==> src/rtl/riscv_pkg.sv <==
// Shared definitions for the multicycle RISC-V integer datapath.
//   XLEN     : data width of one integer register
//   AW       : register address width
//   NREG     : number of architectural registers (x0 included)
//   ZERO_REG : address of the hardwired-zero register x0
//   word_t   : one XLEN-bit data word
//   addr_t   : one register address
package riscv_pkg;

  localparam int XLEN = 32;
  localparam int AW   = 5;
  localparam int NREG = 2 ** AW;

  typedef logic [XLEN-1:0] word_t;
  typedef logic [AW-1:0]   addr_t;

  localparam addr_t ZERO_REG = 5'd0;

endpackage : riscv_pkg

==> src/rtl/reg_file_rd_if.sv <==
// Bus bundle between the datapath controller and the register file.
//   we/wa/wd     : write port (write-back stage)
//   re/ra1/ra2   : read strobe and the two source addresses
//   rd1/rd2      : registered A/B operands
//   rvalid       : operands captured at the previous edge are on rd1/rd2
// Handshake: there is no ready. re is accepted at every rising edge where
// rst is low; rvalid is high for exactly the cycle following that edge and
// rd1/rd2 hold their value until the next accepted re.
interface reg_file_rd_if;
  import riscv_pkg::*;

  logic  we;
  addr_t wa;
  word_t wd;
  logic  re;
  addr_t ra1;
  addr_t ra2;
  word_t rd1;
  word_t rd2;
  logic  rvalid;

  // Controller side
  modport master (
    output we, wa, wd, re, ra1, ra2,
    input  rd1, rd2, rvalid
  );

  // Register file side
  modport slave (
    input  we, wa, wd, re, ra1, ra2,
    output rd1, rd2, rvalid
  );

endinterface : reg_file_rd_if

==> src/rtl/reg_cell.sv <==
// Load-enabled register with synchronous active-high reset.
//   clk : clock
//   rst : synchronous reset, clears the register (wins over sel)
//   sel : load enable
//   in  : data loaded when sel is high
//   out : stored value
module reg_cell #(
  parameter int W = 32
) (
  input  logic         clk,
  input  logic         rst,
  input  logic         sel,
  input  logic [W-1:0] in,
  output logic [W-1:0] out
);

  logic [W-1:0] data_d;
  logic [W-1:0] data_q;

  always_comb begin
    data_d = data_q;
    if (sel) begin
      data_d = in;
    end
  end

  always_ff @(posedge clk) begin
    if (rst) begin
      data_q <= '0;
    end else begin
      data_q <= data_d;
    end
  end

  assign out = data_q;

endmodule : reg_cell

==> src/rtl/reg_file_rd.sv <==
// Integer register file with registered read ports.
// 31 writable registers (x1..x31) plus hardwired x0, one synchronous write
// port and two read ports captured into the A/B operand registers on re.
//   clk : clock, all state updates on the rising edge
//   rst : synchronous active-high reset; clears storage, operands, rvalid
//   bus : reg_file_rd_if.slave (we/wa/wd, re/ra1/ra2 in; rd1/rd2/rvalid out)
module reg_file_rd
  import riscv_pkg::*;
(
  input  logic          clk,
  input  logic          rst,
  reg_file_rd_if.slave  bus
);

  // Entry 0 is a constant zero so the read mux can be indexed directly.
  word_t            ent [NREG];
  logic [NREG-1:1]  wsel;
  word_t            rd1_d;
  word_t            rd2_d;
  word_t            rd1_q;
  word_t            rd2_q;
  logic             rvalid_d;
  logic             rvalid_q;

  // Write decode: no select exists for x0, so writes to it are dropped.
  always_comb begin
    wsel = '0;
    for (int i = 1; i < NREG; i++) begin
      wsel[i] = bus.we && (bus.wa == addr_t'(i));
    end
  end

  assign ent[0] = '0;

  for (genvar g = 1; g < NREG; g++) begin : g_entry
    reg_cell #(.W(XLEN)) u_entry (
      .clk (clk),
      .rst (rst),
      .sel (wsel[g]),
      .in  (bus.wd),
      .out (ent[g])
    );
  end

  // Read value with write-through bypass: a same-edge write to the address
  // being read is forwarded so the new data wins. x0 is never bypassed.
  always_comb begin
    rd1_d = ent[bus.ra1];
    if (bus.ra1 == ZERO_REG) begin
      rd1_d = '0;
    end else if (bus.we && (bus.wa == bus.ra1)) begin
      rd1_d = bus.wd;
    end
  end

  always_comb begin
    rd2_d = ent[bus.ra2];
    if (bus.ra2 == ZERO_REG) begin
      rd2_d = '0;
    end else if (bus.we && (bus.wa == bus.ra2)) begin
      rd2_d = bus.wd;
    end
  end

  // A/B operand registers: loaded only on re, otherwise hold.
  reg_cell #(.W(XLEN)) u_rd1 (
    .clk (clk),
    .rst (rst),
    .sel (bus.re),
    .in  (rd1_d),
    .out (rd1_q)
  );

  reg_cell #(.W(XLEN)) u_rd2 (
    .clk (clk),
    .rst (rst),
    .sel (bus.re),
    .in  (rd2_d),
    .out (rd2_q)
  );

  always_comb begin
    rvalid_d = bus.re;
  end

  always_ff @(posedge clk) begin
    if (rst) begin
      rvalid_q <= 1'b0;
    end else begin
      rvalid_q <= rvalid_d;
    end
  end

  assign bus.rd1    = rd1_q;
  assign bus.rd2    = rd2_q;
  assign bus.rvalid = rvalid_q;

endmodule : reg_file_rd

==> src/flat_wrapper.sv <==
// flat-port wrapper written by rule: the top's interface ports become plain ports
module reg_file_rd_flat import riscv_pkg::*;
  (clk, rst, bus_we, bus_wa, bus_wd, bus_re, bus_ra1, bus_ra2, bus_rd1, bus_rd2, bus_rvalid);
  reg_file_rd_if bus_i ();
  input  logic clk;
  input  logic rst;
  input wire logic [$bits(bus_i.we)-1:0] bus_we;
  input wire logic [$bits(bus_i.wa)-1:0] bus_wa;
  input wire logic [$bits(bus_i.wd)-1:0] bus_wd;
  input wire logic [$bits(bus_i.re)-1:0] bus_re;
  input wire logic [$bits(bus_i.ra1)-1:0] bus_ra1;
  input wire logic [$bits(bus_i.ra2)-1:0] bus_ra2;
  output wire logic [$bits(bus_i.rd1)-1:0] bus_rd1;
  output wire logic [$bits(bus_i.rd2)-1:0] bus_rd2;
  output wire logic [$bits(bus_i.rvalid)-1:0] bus_rvalid;
  assign bus_i.we = bus_we;
  assign bus_i.wa = bus_wa;
  assign bus_i.wd = bus_wd;
  assign bus_i.re = bus_re;
  assign bus_i.ra1 = bus_ra1;
  assign bus_i.ra2 = bus_ra2;
  assign bus_rd1 = bus_i.rd1;
  assign bus_rd2 = bus_i.rd2;
  assign bus_rvalid = bus_i.rvalid;
  reg_file_rd u_core (.clk(clk), .rst(rst), .bus(bus_i));
endmodule
==> config.mk <==
export PLATFORM = sky130hd
export DESIGN_NAME = reg_file_rd_flat
export DESIGN_NICKNAME = d
export VERILOG_FILES = /design/src/rtl/riscv_pkg.sv /design/src/rtl/reg_file_rd_if.sv /design/src/rtl/reg_cell.sv /design/src/rtl/reg_file_rd.sv /design/src/flat_wrapper.sv
export SDC_FILE = /design/constraint.sdc
export NUM_CORES = 2
export LEC_CHECK = 0
export CAP_MARGIN = 20
export CORE_AREA = 5 5 369 371
export DETAILED_ROUTE_END_ITERATION = 7
export DIE_AREA = 0 0 374 376
export PLACE_DENSITY_LB_ADDON = 0.12
export REMOVE_ABC_BUFFERS = 1
export SKIP_CTS_REPAIR_TIMING = 1
export SLEW_MARGIN = 20
export SYNTH_ARGS = -nofsm -noshare
export SYNTH_HDL_FRONTEND = slang
export SYNTH_SLANG_ARGS = --single-unit
export TNS_END_PERCENT = 10
==> constraint.sdc <==
create_clock -name clk -period 2.2 [get_ports clk]
set_input_delay 0.44 -clock clk [delete_from_list [all_inputs] [get_ports clk]]
set_output_delay 0.44 -clock clk [all_outputs]
set_load 0.05 [all_outputs]
* Yosys cells after proc, flatten, opt, wreduce, memory -nomap -nowiden
Cells that the tools add are included.
** Cells by class
- Order comparisons :: 2
- Equality and inequality tests :: 33
- Multiplexer cells :: 10
- Bitwise operators :: 2
- Reduce and logical (&&, ||, !) cells :: 35
** Operators by type and width (count)
- binary-select mux 32 bit (select 5 bit) :: 2
- two-way mux 32 bit :: 8
- equality test 5 bit (second input constant) :: 16
- equality test 5 x 4 -> 1 bit (second input constant) :: 8
- logical AND 1 bit :: 33
- equality test 5 x 3 -> 1 bit (second input constant) :: 4
- >= comparator 6 bit (second input constant) :: 2
- NOT 5 -> 6 bit :: 2
- equality test 5 x 2 -> 1 bit (second input constant) :: 2
- equality test 5 bit :: 2
- zero test 5 bit :: 2
- equality test 5 x 1 -> 1 bit (second input constant) :: 1
** Storage, ports and cells
- Bits in registers :: 1057
- Input bits :: 51
- Logic and storage cells :: 116

* Depth between registers and ports, before layout
- Depth in word-level cells :: 6
- Mapped depth :: 9
- Mapped depth without buffers :: 5

* Cells and area by module
A second synthesis with hierarchy kept.
** Unflattened totals
- Cells, all modules :: 4941
- Area, all modules :: 55269.3 um^2
** By module, submodules not included
- reg_cell :: instances 33, cells an instance 103, area each 1163.6 um^2, sequential area each 640.6 um^2
- reg_file_rd :: instances 1, cells an instance 1542, area each 16869.9 um^2, sequential area each 20.0 um^2

* Worst setup path before layout
No wires, ideal clock.
- Path type :: input-to-reg
- Start :: input bus_ra1[0]
- End :: register u_core.u_rd1.data_q[25], in the netlist u_core.u_rd1.out[25]
- Arrival :: 2.061 ns
- Setup slack :: 0.006 ns
- Stages on the path :: 8
- Cell sequence :: buf_4 > buf_4 > buf_2 > mux4_2 > a22oi_1 > nand2_1 > a21oi_1 > o22ai_1
** On the way
- Longest elaborated chain between the ends :: 6
** Ends and longest elaborated chain
- start, declared :: line flat_wrapper.sv:11 : input wire logic [$bits(bus_i.ra1)-1:0] bus_ra1;
- NOT 5 -> 6 bit (implied by the code) :: line reg_file_rd.sv:48 : rd1_d = ent[bus.ra1];
- binary-select mux 32 bit (select 5 bit) :: line reg_file_rd.sv:48
- two-way mux 32 bit (implied by the code) (2 in series) :: line reg_file_rd.sv:48
- two-way mux 32 bit :: line reg_file_rd.sv:51 : end else if (bus.we && (bus.wa == bus.ra1)) begin
- two-way mux 32 bit (*) :: line reg_file_rd.sv:49 : if (bus.ra1 == ZERO_REG) begin
- end signal, assigned :: line reg_cell.sv:31 : data_q <= data_d;
- end, declared :: line reg_cell.sv:18 : logic [W-1:0] data_q;
Mark *: on every way between the ends. The rest lies on a longest branch, timed or not. The select of a mux whose other input is x is not followed.
A chain may end at the register's enable or synchronous reset.

* Worst setup path after layout
- Start :: register u_core.u_rd1.data_q[20], in the netlist u_core.u_rd1.out[20]
- End :: output bus_rd1[20]
** RTL lines
- end, declared :: line flat_wrapper.sv:13 : output wire logic [$bits(bus_i.rd1)-1:0] bus_rd1;
No word-level cell between the ends.

==> run summary <==
Most instantiated cells after synthesis: 2056 x nand2_1, 1057 x dfxtp_1, 1007 x a21oi_1
Overflow after GRT: 0
DR iter-0 viols: 6472
Final Hold Viols: 0
Cell count after synthesis: 5980
Synth Cell Area: 52670 µm²
Area leader, netlist: dfxtp_1
Critical-path cell list: dlymetal6s2s_1
Sequential area share after synthesis: 0.4018
Num CTS Buffers: 120
GRT Total Usage: 0.3389
Clock sink count: 1057
Worst setup SP type: flop
Detailed Place HPWL: 167.9 mm
GPL Wtd Cong: 0.9394
Slowest cell on the critical path: dfxtp_1
IO buf count: 115
Final #Nets: 6299
Leak: 0.02311 µW
Layout Utilization: 0.4954
Minimum clock period after layout: 2170 ps
Clk buf depth: 3
Cell area power density: 685.1 nW/µm²
Fill cells: 12400
Largest net degree at the start of global routing: 146
First-pass GRT wire length: 349.5 mm
Wire per inst: 30.37 µm
Sequential standard cell area: 21160 µm²
Die extent in x: 374 µm
DIE HEIGHT: 376 µm
Via density: 6.167
CP max stage delay: 500 ps
CTS tree: built
Worst Path Buf+Inv: 1
Vias: 50120
Yosys warns: 0
Routed Antenna Nets: 0
Worst min path class: in -> reg
Slew @ Worst Pin: 969.9 ps
Post-synth top flop: dfxtp_1
Vias in the first global route: 47190
Core box area: 132600 µm²
Number of synthesized register bits: 1057
Critical Path RT: 1760 ps
Synth top area cells: dfxtp_1 40%, mux4_2 19%, nand2_1 15%, a21oi_1 9.6%, clkbuf_1 3.2%
Area of the multi-input gates: 29140 µm²
Full die area: 140600 µm²
Status: finished, final reports clean
Layout cells sized above 1: 0.2361
Total wire length: 246.8 mm
Max Fclk: 0.4609 GHz
Yosys top cell area share: 0.4018
Setup-failing EPs final: 0
Post-synth cell types: 48
Row Count: 134
Pins Over Slew Limit: 0
Clock Skews: 35.07 ps
Data arrival time of the worst path: 1730 ps
Starting density of the core: 0.3971
H-tree lvl count: 3
Drt pass-1 iters: 6
Initial antenna violation count: 12
Clk slew on worst S/H paths: 60 ps
Tcrit/Tclk final: 0.9862
Rel. slew slack: 0.3510
Root buffer cell: clkbuf_16
Worst skew pair latency: 770 ps
RSZ-0062 raised after global routing: no
Max-cap violation count: 0
Post-synth EDFFs: 0
Delay-heaviest family, CP: flip-flops
VDD IR max: 0.7025 mV
# IOs: 116
Kind of critical path: reg -> out
CP max FO: 2
Crit. End Element: output pin
Area Growth Syn to Fin: 24.75%
Drt drc: 0
Most numerous cell in the Yosys netlist: nand2_1
Min Hold Slack: 149.6 ps
Syn Area/Cell: 8.808 µm²
Asr flop ratio synth: 0
-- path summary, 6_finish.rpt --
kind                                      startpoint                               end  slack (ps)  cells past startpoint
setup / recovery                u_core.u_rd1.out[20]                       bus_rd1[20]          30                      1
hold / removal                            bus_ra2[4]               u_core.u_rd2.out[9]         150                      3
hold reg to reg     u_core.g_entry[6].u_entry.out[5]  u_core.g_entry[6].u_entry.out[5]         470                      2
setup reg to reg  u_core.g_entry[16].u_entry.out[28]              u_core.u_rd1.out[28]         240                      6
-- layer usage --
metal	up-vias	wire length, µm	track usage
met2	2940	111400	0.5312
met3	642	24810	0.07754
met1	24950	96510	0.4431
met5	-	0	0
met4	0	14120	0.1667
li1	21580	-	-
-- metrics by stage --
stage | setup WS (ps) | power [µW] | cells | TNS, ps | area, µm²
finish | 30.33 | 45010 | 8127 | 0 | 65700
floorplan | -1206 | 21030 | 5335 | -405770 | 49950
global route | 5.374 | 46040 | 8119 | 0 | 65680
CTS | -439.1 | 45080 | 8116 | -16180 | 65560
detailed placement | -622.7 | 24380 | 7893 | -411870 | 61490
global placement | -625.3 | 24360 | 7893 | -401490 | 61490
-- sequential cells by signal (all words and copies together) (netlist names) --
register and flops:
u_core.bus.rvalid 1, u_core.g_entry.u_entry.out 992, u_core.u_rd1.out 32, u_core.u_rd2.out 32
-- area by class of cell --
| class | instances | share of cell area |
|---|---|---|
| Clock inverter | 39 | 0.006608 |
| Clock buffer | 184 | 0.05534 |
| Inverter | 2 | 0.0001143 |
| Tap cell | 1768 | 0.03367 |
| Antenna cell | 10 | 0.0003809 |
| Multi-Input combinational cell | 4276 | 0.4435 |
| Timing Repair Buffer | 791 | 0.1383 |
| Sequential cell | 1057 | 0.3221 |
-- power breakdown --
group          switching (µW)  internal [µW]
clock network            8830          12200
registers                 154          19300
logic                    2840           1730
total                   11800          33200
-- cells in the final DEF, fill, tap and decap left out, types with 6 or more instances in the layout --
master,netlist,routed
nand3_1,61,61
clkbuf_16,0,122
nand2_2,0,31
mux2i_1,66,66
a21oi_1,1007,1006
mux2_2,67,67
o22a_1,10,10
nor2_4,0,13
bufinv_16,0,7
nand2b_1,37,37
o22ai_1,32,32
o221ai_1,18,18
buf_12,0,220
nor4_2,4,6
clkinv_2,0,22
clkbuf_1,451,27
dfxtp_1,1057,1057
nor2_1,24,10
buf_4,22,464
xnor2_1,10,10
o31ai_1,8,8
mux4_2,452,452
a221o_1,15,15
a211o_1,31,31
or2_2,6,6
o211ai_1,11,11
a22oi_1,129,129
and2_1,8,7
o21ai_0,26,26
clkbuf_8,0,37
diode_2,0,10
nor2b_1,36,31
nand2_1,2056,2025
dlymetal6s2s_1,0,53
a22o_1,26,26
nor3_2,4,8
a221oi_1,64,64
nor3_1,37,29
clkdlybuf4s50_1,0,39
-- cells by family after synthesis --
family,count (synthesis),synth area share
simple gates,2298,0.1732
mux,585,0.2201
compound gates,1383,0.1515
xor+xnor,10,0.001663
buf+inv,647,0.05174
flops,1057,0.4018
Power figures use the tool's default switching activity.
